--- src/rtl/uart_fifo_pkg.sv ---
// uart_fifo_pkg: shared definitions for the UART FIFO pointer/flag controller.
// This file holds the default address width, the per-cycle operation
// encoding, and the decode helper that maps accepted requests onto it.
package uart_fifo_pkg;

    // Default register-file address width (depth = 2**width).
    localparam int FIFO_ADDR_WIDTH_DEF = 5;

    // Operation applied at a clock edge, derived from the accepted push/pop.
    typedef enum logic [1:0] {
        NOP      = 2'd0,
        PUSH     = 2'd1,
        POP      = 2'd2,
        PUSH_POP = 2'd3
    } fifo_op_t;

    // Map the accepted push/pop pair onto an operation.
    function automatic fifo_op_t decode_op(input logic push_ok, input logic pop_ok);
        fifo_op_t op;
        case ({push_ok, pop_ok})
            2'b10:   op = PUSH;
            2'b01:   op = POP;
            2'b11:   op = PUSH_POP;
            default: op = NOP;
        endcase
        return op;
    endfunction

endpackage

--- src/rtl/uart_fifo_ptr.sv ---
// uart_fifo_ptr: ADDR_WIDTH-bit wrapping pointer with an increment enable.
// The pointer wraps by natural binary rollover, with no compare-and-clear.
module uart_fifo_ptr
    import uart_fifo_pkg::*;
#(
    parameter int ADDR_WIDTH = FIFO_ADDR_WIDTH_DEF
) (
    input  logic                  clk,
    input  logic                  reset,
    input  logic                  i_inc,
    output logic [ADDR_WIDTH-1:0] o_ptr
);

    logic [ADDR_WIDTH-1:0] r_ptr;

    // Advance the pointer by one on each enabled edge.
    // NOTE: reset is in the sensitivity list so it acts without waiting for
    // a clock edge. State is assigned with <= so every flop samples pre-edge
    // values, whatever order the blocks are evaluated in.
    always_ff @(posedge clk or posedge reset) begin
        if (reset) begin
            r_ptr <= '0;
        end else if (i_inc) begin
            r_ptr <= r_ptr + ADDR_WIDTH'(1);
        end
    end

    assign o_ptr = r_ptr;

endmodule

--- src/rtl/uart_fifo_ctrl.sv ---
// uart_fifo_ctrl: pointer, flag and occupancy controller for one UART FIFO
// register file (synchronous write, combinational FWFT read).
// Optional feature: define UART_FIFO_ERR_FLAGS_EN to add the sticky
// overflow/underflow flags and their err_clr input.
module uart_fifo_ctrl
    import uart_fifo_pkg::*;
#(
    parameter int ADDR_WIDTH = FIFO_ADDR_WIDTH_DEF
) (
    input  logic                  clk,
    input  logic                  reset,
    input  logic                  wr,
    input  logic                  rd,
`ifdef UART_FIFO_ERR_FLAGS_EN
    input  logic                  err_clr,
    output logic                  overflow,
    output logic                  underflow,
`endif
    output logic                  w_en,
    output logic [ADDR_WIDTH-1:0] w_addr,
    output logic [ADDR_WIDTH-1:0] r_addr,
    output logic                  full,
    output logic                  empty,
    output logic [ADDR_WIDTH:0]   count
);

    localparam logic [ADDR_WIDTH:0] C_ONE  = (ADDR_WIDTH+1)'(1);
    localparam logic [ADDR_WIDTH:0] C_LAST = (ADDR_WIDTH+1)'((1 << ADDR_WIDTH) - 1);

    logic [ADDR_WIDTH:0] r_count;
    logic                r_full;
    logic                r_empty;
    logic                w_push_ok;
    logic                w_pop_ok;
    fifo_op_t            w_op;

    // Accept requests against the registered flags and decode the operation.
    // A push into a full FIFO is allowed when a pop frees the head slot in
    // the same edge; a pop from an empty FIFO is always rejected (no bypass).
    // NOTE: every signal written here gets a value on every pass, so no
    // latch is inferred.
    always_comb begin
        w_push_ok = wr & (~r_full | rd);
        w_pop_ok  = rd & ~r_empty;
        w_op      = decode_op(w_push_ok, w_pop_ok);
    end

    // Write pointer: advances on every accepted push.
    uart_fifo_ptr #(
        .ADDR_WIDTH (ADDR_WIDTH)
    ) u_wr_ptr (
        .clk   (clk),
        .reset (reset),
        .i_inc (w_push_ok),
        .o_ptr (w_addr)
    );

    // Read pointer: advances on every accepted pop.
    uart_fifo_ptr #(
        .ADDR_WIDTH (ADDR_WIDTH)
    ) u_rd_ptr (
        .clk   (clk),
        .reset (reset),
        .i_inc (w_pop_ok),
        .o_ptr (r_addr)
    );

    // Occupancy and full/empty flags; PUSH_POP and NOP leave them unchanged.
    always_ff @(posedge clk or posedge reset) begin
        if (reset) begin
            r_count <= '0;
            r_empty <= 1'b1;
            r_full  <= 1'b0;
        end else begin
            case (w_op)
                PUSH: begin
                    r_count <= r_count + C_ONE;
                    r_empty <= 1'b0;
                    r_full  <= (r_count == C_LAST);
                end
                POP: begin
                    r_count <= r_count - C_ONE;
                    r_full  <= 1'b0;
                    r_empty <= (r_count == C_ONE);
                end
                default: begin
                    r_count <= r_count;
                end
            endcase
        end
    end

`ifdef UART_FIFO_ERR_FLAGS_EN
    logic r_overflow;
    logic r_underflow;
    logic w_ovf_set;
    logic w_unf_set;

    assign w_ovf_set = wr & r_full & ~rd;
    assign w_unf_set = rd & r_empty;

    // Sticky error flags: a set condition wins over err_clr in the same cycle.
    always_ff @(posedge clk or posedge reset) begin
        if (reset) begin
            r_overflow  <= 1'b0;
            r_underflow <= 1'b0;
        end else begin
            r_overflow  <= (r_overflow  & ~err_clr) | w_ovf_set;
            r_underflow <= (r_underflow & ~err_clr) | w_unf_set;
        end
    end

    assign overflow  = r_overflow;
    assign underflow = r_underflow;
`endif

    assign w_en  = w_push_ok;
    assign full  = r_full;
    assign empty = r_empty;
    assign count = r_count;

endmodule

--- config.mk ---
export PLATFORM = sky130hd
export DESIGN_NAME = uart_fifo_ctrl
export DESIGN_NICKNAME = d
export VERILOG_FILES = /design/src/rtl/uart_fifo_pkg.sv /design/src/rtl/uart_fifo_ptr.sv /design/src/rtl/uart_fifo_ctrl.sv
export SDC_FILE = /design/constraint.sdc
export NUM_CORES = 1
export LEC_CHECK = 0
export ABC_AREA = 0
export BUFFER_PORTS_ARGS = -buffer_cell sky130_fd_sc_hd__buf_2
export CAP_MARGIN = 5
export CORE_ASPECT_RATIO = 0.8
export CORE_MARGIN = 2
export CORE_UTILIZATION = 46
export DETAILED_ROUTE_END_ITERATION = 8
export HOLD_SLACK_MARGIN = 0.02
export PLACE_DENSITY = 0.73
export SKIP_CTS_REPAIR_TIMING = 1
export SYNTH_ARGS = -nofsm -noshare
export SYNTH_HDL_FRONTEND = slang
export SYNTH_SLANG_ARGS = --single-unit
--- constraint.sdc ---
create_clock -name clk -period 2.1 [get_ports clk]
set_input_delay 0.525 -clock clk [delete_from_list [all_inputs] [get_ports clk]]
set_output_delay 0.525 -clock clk [all_outputs]
set_load 0.02 [all_outputs]
==> results of run 1 <==
==> metal layers <==
metal | share of wire, % | wire (um) | global-route usage, % | up-vias
li1 | - | - | - | 341
met1 | 50 | 860 | 22.5 | 312
met2 | 44 | 757 | 26.3 | 20
met3 | 6.3 | 108 | 6.08 | 0
met4 | 0 | 0 | 0 | 0
met5 | 0 | 0 | 0 | -
==> Yosys cell counts (2+ instances only) <==
cell / count / area share, %
dfrtp_1: 17 / 45
xnor2_1: 8 / 7.5
ha_1: 7 / 9.3
nand2_1: 6 / 2.4
inv_1: 5 / 2.0
nand4_1: 5 / 3.3
xor2_1: 5 / 4.7
o21ai_0: 4 / 2.1
a21oi_1: 2 / 1.1
and2_1: 2 / 1.3
clkbuf_1: 2 / 0.80
mux2_2: 2 / 2.4
nand4b_1: 2 / 1.9
==> cell type report <==
type / instances / area, um^2 / area share, %
Clock buffer: 4 / 26.3 / 2.34
Inverter: 5 / 18.8 / 1.67
Multi-Input combinational cell: 56 / 454 / 40.5
Sequential cell: 18 / 452 / 40.3
Tap cell: 24 / 30.0 / 2.68
Timing Repair Buffer: 26 / 140 / 12.5
==> critical path: stages <==
cell,delay (ps)
buf_2,100
nand2b_1,160
nand2_2,80
ha_1,180
or4b_4,480
a221oi_2,300
xor2_1,170
==> state kept, by name, indices dropped and copies added, names as in the netlist <==
signal	cells
count	6
empty	1
full	1
u_rd_ptr.o_ptr	5
u_wr_ptr.o_ptr	5
==> per-stage QoR <==
stage / hold WS [ps] / utilization, % / setup WS [ps] / power [W]
2_1_floorplan: 463 / - / 12.3 / 0.00120
3_3_place_gp: 458 / 57.3 / 80.4 / 0.00143
3_5_place_dp: 467 / 57.3 / 18.8 / 0.00146
4_1_cts: 344 / 58.7 / 317 / 0.00165
5_1_grt: 364 / 58.7 / 198 / 0.00175
6_report: 318 / 58.7 / 330 / 0.00162
==> report_power, final <==
part	internal, W	leakage [nW]	switching [W]
logic	0.000325	0.296	0.000416
clock network	0.0000737	0.0150	0.000103
registers	0.000507	0.215	0.000197
==> cell families after synthesis <==
kind of cell               synth area share, %
xor gates and xnor gates                  12.1
muxes                                     3.47
buffers and inverters                     3.61
adders and majority gates                 9.35
and+or+nand+nor                           17.5
DFF                                       48.2
AOI/OAI and AO/OA                         5.74
==> final timing paths <==
path	from	slack, ps	end	cells after the start
worst min register to register	u_wr_ptr.o_ptr[4]	470	u_wr_ptr.o_ptr[4]	1
worst max-delay path	rd	330	count[5]	7
min in group clk	u_wr_ptr.o_ptr[4]	470	u_wr_ptr.o_ptr[4]	1
worst min-delay path	reset	320	full	2
max in group asynchronous	reset	1320	u_wr_ptr.o_ptr[0]	2
worst max register to register	full	330	count[5]	6
==> results_dict.tcl, run 1 <==
set metrics [dict create \
    run_status "complete, no violations" \
    final_nets 121 \
    num_rows 14 \
    ant_nets 0 \
    synthArstFlopShare_pct 100 \
    ys.flop_type "dfrtp_1" \
    dpl-instance-area_mm2 0.00109 \
    area_delta_synth_final_pct 19.6 \
    io_buffers 22 \
    placedCellCount 129 \
    power_density_mw_per_mm2 1450 \
    antenna_cells 0 \
    drt-total-wl_mm 1.73 \
    slew_headroom_pct 53.5 \
    antenna_found_initial 0 \
    grt_pass1_wl_mm 2.84 \
    critPathKind "in2reg" \
    crit_path_start_kind "input pin" \
    final.min_clock_period_ps 1770 \
    max-vdd-ir-drop_mv 0.823 \
    cts.clk_slew.worst_paths_ps 110 \
    grt_overflow 0 \
    finalHoldViolCount 0 \
    avgSynthCellArea_um2 11.4 \
    synth_cell_types 28 \
    ys_warn_count 0 \
    fill_cells 169 \
    hp-class "in2async" \
    synth-edff-count 0 \
    vias_per_cell 5.06 \
    crit_fanout 3 \
    clockBufferDepth 2 \
    cap_violations 0 \
    die_h_um 44.4 \
    first_pass_iters 4 \
    grt_pass1_vias 657 \
    coreArea_mm2 0.00191 \
    clockRootBuffer "clkbuf_4" \
    netlist_instances 82 \
    final_cell_mix "buf_2 (22), dfrtp_1 (17), xnor2_1 (8), ha_1 (7)" \
    cts_tree "built" \
    synth-seq-cells 18 \
    synth_nets 93 \
    yosysSeqAreaShare_pct 48.2 \
    timing.fmax_mhz 565 \
    cts.sinks 18 \
    numCtsBuffers 3 \
    final_cell_area_mm2 0.00112 \
    final-max-slew-violation-count 0 \
    start_util_pct 49.1 \
    worstPathRequired_ps 2320 \
    fin_cells 133 \
    final_common_cell "buf_2" \
    wl_per_cell_um 13.0 \
    die_x_um 54.5 \
    htreeDepth 1 \
    gp_congestion 0.742 \
    drive_above_1_share_pct 33.0 \
    worst_slew_pin_slew_ps 696 \
    fin_skew_ps 18.1 \
    p_leak_nw 0.525 \
    first_iter_violations 13 \
    dieArea_mm2 0.00242 \
    worstSetupEndpointType "flop" \
    drcViolationCount 0 \
    post-route-period-util_pct 84.3 \
    io-pin-count 23 \
    clk_latency_ps 290 \
    grt_max_degree 19 \
    grt_usage_pct 16.3 \
    syn_area_um2 937 \
    worstPathArrival_ps 1990 \
    setup_viol 0 \
    fin_setup_tns_ps 0 \
    rsz0062_at_grt "false" \
    dr_total_vias 673 \
]
(Power assumes the default switching activity.)
==> inputs of run 2 (changes only) <==
clock period = 1.6 ns   (was 2.1 ns; I/O delays follow)
==> run 2 against run 1 <==
Net effect: the flow now finishes with violations (setup timing); non-clock buffer count up 6; via count up 8.5%; flip-flop and latch count unchanged; worst hold slack worse by 260 ps; combinational power up 47%; critical path type is now reg2reg; largest power group unchanged.
==> results_dict.tcl, run 2 (synthesis gave the netlist of run 1 again) <==
set metrics [dict create \
    postLayoutCoreUtil_pct 64.4 \
    placedCellCount 135 \
    io_buffers 22 \
    clockRootBuffer "clkbuf_4" \
    r2r_start "full" \
    dp.final_hpwl_mm 1.51 \
    fin_skew_ps 6.75 \
    crit_path_start_kind "flop" \
    htreeDepth 1 \
    grt_pass1_wl_mm 3.10 \
    r2r_end "count[5]" \
    run_status "finished, violations left" \
    first_iter_violations 9 \
    start_util_pct 49.1 \
    finalHoldViolCount 0 \
    timing.fmax_mhz 585 \
    grt_overflow 0 \
    die_h_um 44.4 \
    clk_latency_ps 300 \
    reg2reg_slack_ps -110 \
    coreArea_mm2 0.00191 \
    cts.sinks 18 \
    ant_nets 0 \
    first_pass_iters 4 \
    power_density_mw_per_mm2 1810 \
    grt_usage_pct 18.4 \
    final.min_clock_period_ps 1710 \
    num_rows 14 \
    cap_violations 0 \
    clockBufferDepth 2 \
    hp-class "in2async" \
    drive_above_1_share_pct 41.7 \
    fin_setup_tns_ps -136 \
    final-max-slew-violation-count 0 \
    reg2reg_depth 6 \
    antenna_cells 0 \
    critPathKind "reg2reg" \
    fin_total_pwr_w 0.00222 \
    fin_ws_ps -109 \
    final_cell_mix "buf_2 (21), dfrtp_1 (16), buf_4 (9), xnor2_1 (8)" \
    cts_tree "built" \
    io-pin-count 23 \
    die_x_um 54.5 \
    setup_viol 3 \
    worstPathRequired_ps 1830 \
    wl_per_cell_um 14.3 \
    rsz0062_at_grt "true" \
    drcViolationCount 0 \
    final_nets 127 \
    grt_pass1_vias 686 \
    drt-total-wl_mm 1.99 \
    fin_cells 139 \
    dieArea_mm2 0.00242 \
    slew_headroom_pct 73.9 \
    worst_slew_pin_slew_ps 391 \
    final_common_cell "buf_2" \
    max-vdd-ir-drop_mv 0.940 \
    worstSetupEndpointType "flop" \
    antenna_found_initial 0 \
    dr_total_vias 730 \
    crit_fanout 3 \
    p_leak_nw 0.575 \
    worstPathArrival_ps 1940 \
    violations "setup timing" \
    area_delta_synth_final_pct 31.2 \
    numCtsBuffers 3 \
    largest_reg_flops 6 \
    post-route-period-util_pct 107 \
    grt_max_degree 13 \
    cts.clk_slew.worst_paths_ps 110 \
    hold_ws_ps 60.4 \
    gp_congestion 0.783 \
    vias_per_cell 5.25 \
]
[run 2: cell types whose count changed in the layout (fill, tap and decap cells not counted), sizes merged]
| cell | change |
|---|---|
| buf | +6 |
[run 2: routing by layer]
metal  up-vias  global-route usage [%]  wire [um]
met1       358                    22.7        919
met3         2                    7.09         94
met2        19                    30.4        964
met5         -                       0          0
met4         0                    4.50         10
li1        351                       -          -
[run 2: worst max-delay path, stage by stage, from the launching register on]
cell	delay, ps
dfrtp_2	410
nand2b_4	70
nand2_4	80
ha_4	150
or4b_4	470
a221oi_2	300
xor2_1	160
[run 2: area by class of cell]
type	count	area (um^2)
Fill cell	165	679
Timing Repair Buffer	32	195
Sequential cell	18	453
Clock buffer	4	26.3
Inverter	5	18.8
Tap cell	24	30.0
Multi-Input combinational cell	56	507
[run 2: through the flow]
step | instance area, um^2 | worst slack [ps]
after global routing | 1230 | -143
after global placement | 1170 | -238
after CTS | 1190 | -173
final | 1230 | -109
after floorplan | 986 | -260
after detailed placement | 1170 | -301
[run 2: worst max path at each step]
stage	from	end	slack, ps	cells after the start
after global placement	rd	count[5]	-240	6
after detailed placement	rd	count[5]	-300	6
after floorplan	rd	count[5]	-260	7
after global routing	full	count[5]	-140	6
final	full	count[5]	-110	6
after CTS	empty	count[5]	-170	5
[run 2: power breakdown]
| part | internal [W] | leakage (nW) | total [W] | switching [W] |
|---|---|---|---|---|
| Combinational | 0.000480 | 0.347 | 0.00109 | 0.000605 |
| Clock | 0.0000971 | 0.0150 | 0.000240 | 0.000143 |
| Sequential | 0.000666 | 0.213 | 0.000898 | 0.000233 |
==> inputs of run 3 (changes only) <==
ABC_AREA = 1   (was 0)
CORE_UTILIZATION = 47   (was 46)
PLACE_DENSITY = 0.74   (was 0.73)
==> run 3 against run 2 <==
Net effect: the flow now finishes without violations; critical endpoint is now w_en; fmax rose by 10%; largest power group unchanged; combinational power barely moved; critical path type is now reg2out; sequential power hardly changed.
==> results_dict.tcl, run 3 <==
set metrics [dict create \
    final.min_clock_period_ps 1550 \
    critPathSlowestCell "dfrtp_2" \
    final-max-slew-violation-count 0 \
    dr_total_vias 839 \
    numCtsBuffers 3 \
    grt_usage_pct 16.8 \
    io-pin-count 23 \
    drcViolationCount 0 \
    drt-total-wl_mm 1.97 \
    grt_pass1_vias 685 \
    grt_pass1_wl_mm 3.15 \
    highest_layer "met4" \
    p_leak_nw 0.665 \
    final_cell_mix "nand2_1 (35), buf_2 (21), dfrtp_1 (16), inv_1 (11), nand3_1 (10)" \
    synth_top_area_share_pct 41.3 \
    met1_length_um 979 \
    critical_path.top_delay_family "flip-flops" \
    io_buffers 22 \
    cts.sinks 18 \
    route.met2.wl_um 861 \
    dpl-instance-area_mm2 0.00121 \
    slew_headroom_pct 84.5 \
    num_rows 15 \
    drive_above_1_share_pct 29.1 \
    first_pass_iters 6 \
    cap_violations 0 \
    worstSetupEndpointType "output port" \
    critPathKind "reg2out" \
    final_common_cell "nand2_1" \
    timing.fmax_mhz 646 \
    crit_path_start_kind "flop" \
    grt_max_degree 19 \
    coreArea_mm2 0.00212 \
    worst_slew_pin_slew_ps 233 \
    ant_nets 0 \
    die_h_um 45.9 \
    finalHoldViolCount 0 \
    area_delta_synth_final_pct 22.2 \
    synth_cell_types 22 \
    reg2reg_depth 9 \
    synth-seq-cells 18 \
    netlist_instances 121 \
    gp_congestion 0.895 \
    crit_fanout 5 \
    worstPathRequired_ps 1200 \
    ys.flop_type "dfrtp_1" \
    htreeDepth 1 \
    power_density_mw_per_mm2 1770 \
    run_status "complete, no violations" \
    antenna_found_initial 0 \
    first_iter_violations 22 \
    die_x_um 56.3 \
    yosysMostFrequentCell "nand2_1" \
    final_cell_area_mm2 0.00126 \
    worst-path-buf-inv 2 \
    largest_reg_flops 6 \
    antenna_cells 0 \
    hold_ws_ps 95.1 \
    cts_tree "built" \
    seqCellArea_um2 453 \
    synth_area_leader_cell "dfrtp_1" \
    post-route-period-util_pct 96.8 \
    fin_ws_ps 51.6 \
    synth_nets 132 \
    ys_warn_count 0 \
    hp-class "in2async" \
    synth-edff-count 0 \
    start_util_pct 48.6 \
    fill_cells 204 \
    wl_met3_um 97 \
    place_ws_ps 11.9 \
    yosysSeqAreaShare_pct 43.9 \
    synthArstFlopShare_pct 100 \
    dieArea_mm2 0.00258 \
    cts.clk_slew.worst_paths_ps 110 \
    dp.final_hpwl_mm 1.49 \
    cpPeakStageDelay_ps 440 \
    syn_area_mm2 0.00103 \
    max-vdd-ir-drop_mv 1.17 \
    final_nets 163 \
    vias_per_cell 4.77 \
    multi_input_area_um2 533 \
    setup_viol 0 \
    clk_latency_ps 300 \
    fin_total_pwr_w 0.00223 \
    avgSynthCellArea_um2 8.51 \
    path_cells "a21boi_4 -> buf_6 -> buf_4" \
    worstPathArrival_ps 1150 \
    clockRootBuffer "clkbuf_4" \
    grt_overflow 0 \
    fin_skew_ps 14.3 \
    clockBufferDepth 2 \
    rsz0062_at_grt "false" \
    synth.area.top_cells "dfrtp_1 (41%), nand2_1 (13%), ha_1 (8.5%), nand3_1 (4.9%), inv_1 (4.4%)" \
    synth_common_cells "nand2_1 (35), dfrtp_1 (17), inv_1 (12)" \
    cp.depth 3 \
    wl_per_cell_um 11.2 \
]
[run 3: cell count changes after synthesis, moves of 3 or more]
cell,previous run,this run
nand4_1,5,2
nand2_1,6,35
nor2_1,1,9
inv_1,5,12
nand3_1,1,10
xnor2_1,8,5
[run 3: cell type report]
class	count	share of cell area [%]
Sequential cell	18	36.0
Tap cell	25	2.49
Timing Repair Buffer	27	12.2
Inverter	15	4.87
Multi-Input combinational cell	87	42.3
Clock buffer	4	2.09
[run 3: kinds of logic (layout without fill, tap and decap cells)]
group           after synthesis  count (layout)  share of synthesized area [%]
simple gates                 63              63                           28.1
compound gates                9               9                           5.95
fa+ha+maj                     7               7                           8.51
buf+inv                      16              46                           6.80
flops                        18              18                           43.9
xor+xnor                      8               8                           6.80
[run 3: power breakdown]
group          internal (W)  switching [W]
registers          0.000656       0.000241
clock network     0.0000971       0.000137
logic              0.000427       0.000675
[run 3: worst min-delay path: cells and delay by family]
family | cells | cell delay [ps]
buffers and inverters | 3 | 370
[run 3: per-stage QoR]
stage               std cells  util, %  setup TNS, ps
floorplan                 121        -           -309
global route              176     59.4              0
finish                    176     59.4              0
global placement          170     57.1              0
detailed placement        170     57.1              0
CTS                       174     58.3          -19.5
[run 3: routing by layer]
| layer | track usage [%] | up-vias |
|---|---|---|
| li1 | - | 438 |
| met1 | 21.6 | 379 |
| met2 | 25.6 | 18 |
| met3 | 6.53 | 4 |
| met4 | 7.14 | 0 |
| met5 | 0 | - |
[run 3: worst paths after layout]
path,slack (ps),to,start
min in group clk,500,count[5],count[5]
min,100,count[2],reset
min reg2reg,500,count[5],count[5]
max reg2reg,130,count[4],full
max in group asynchronous,1230,empty,reset
max,50,w_en,full
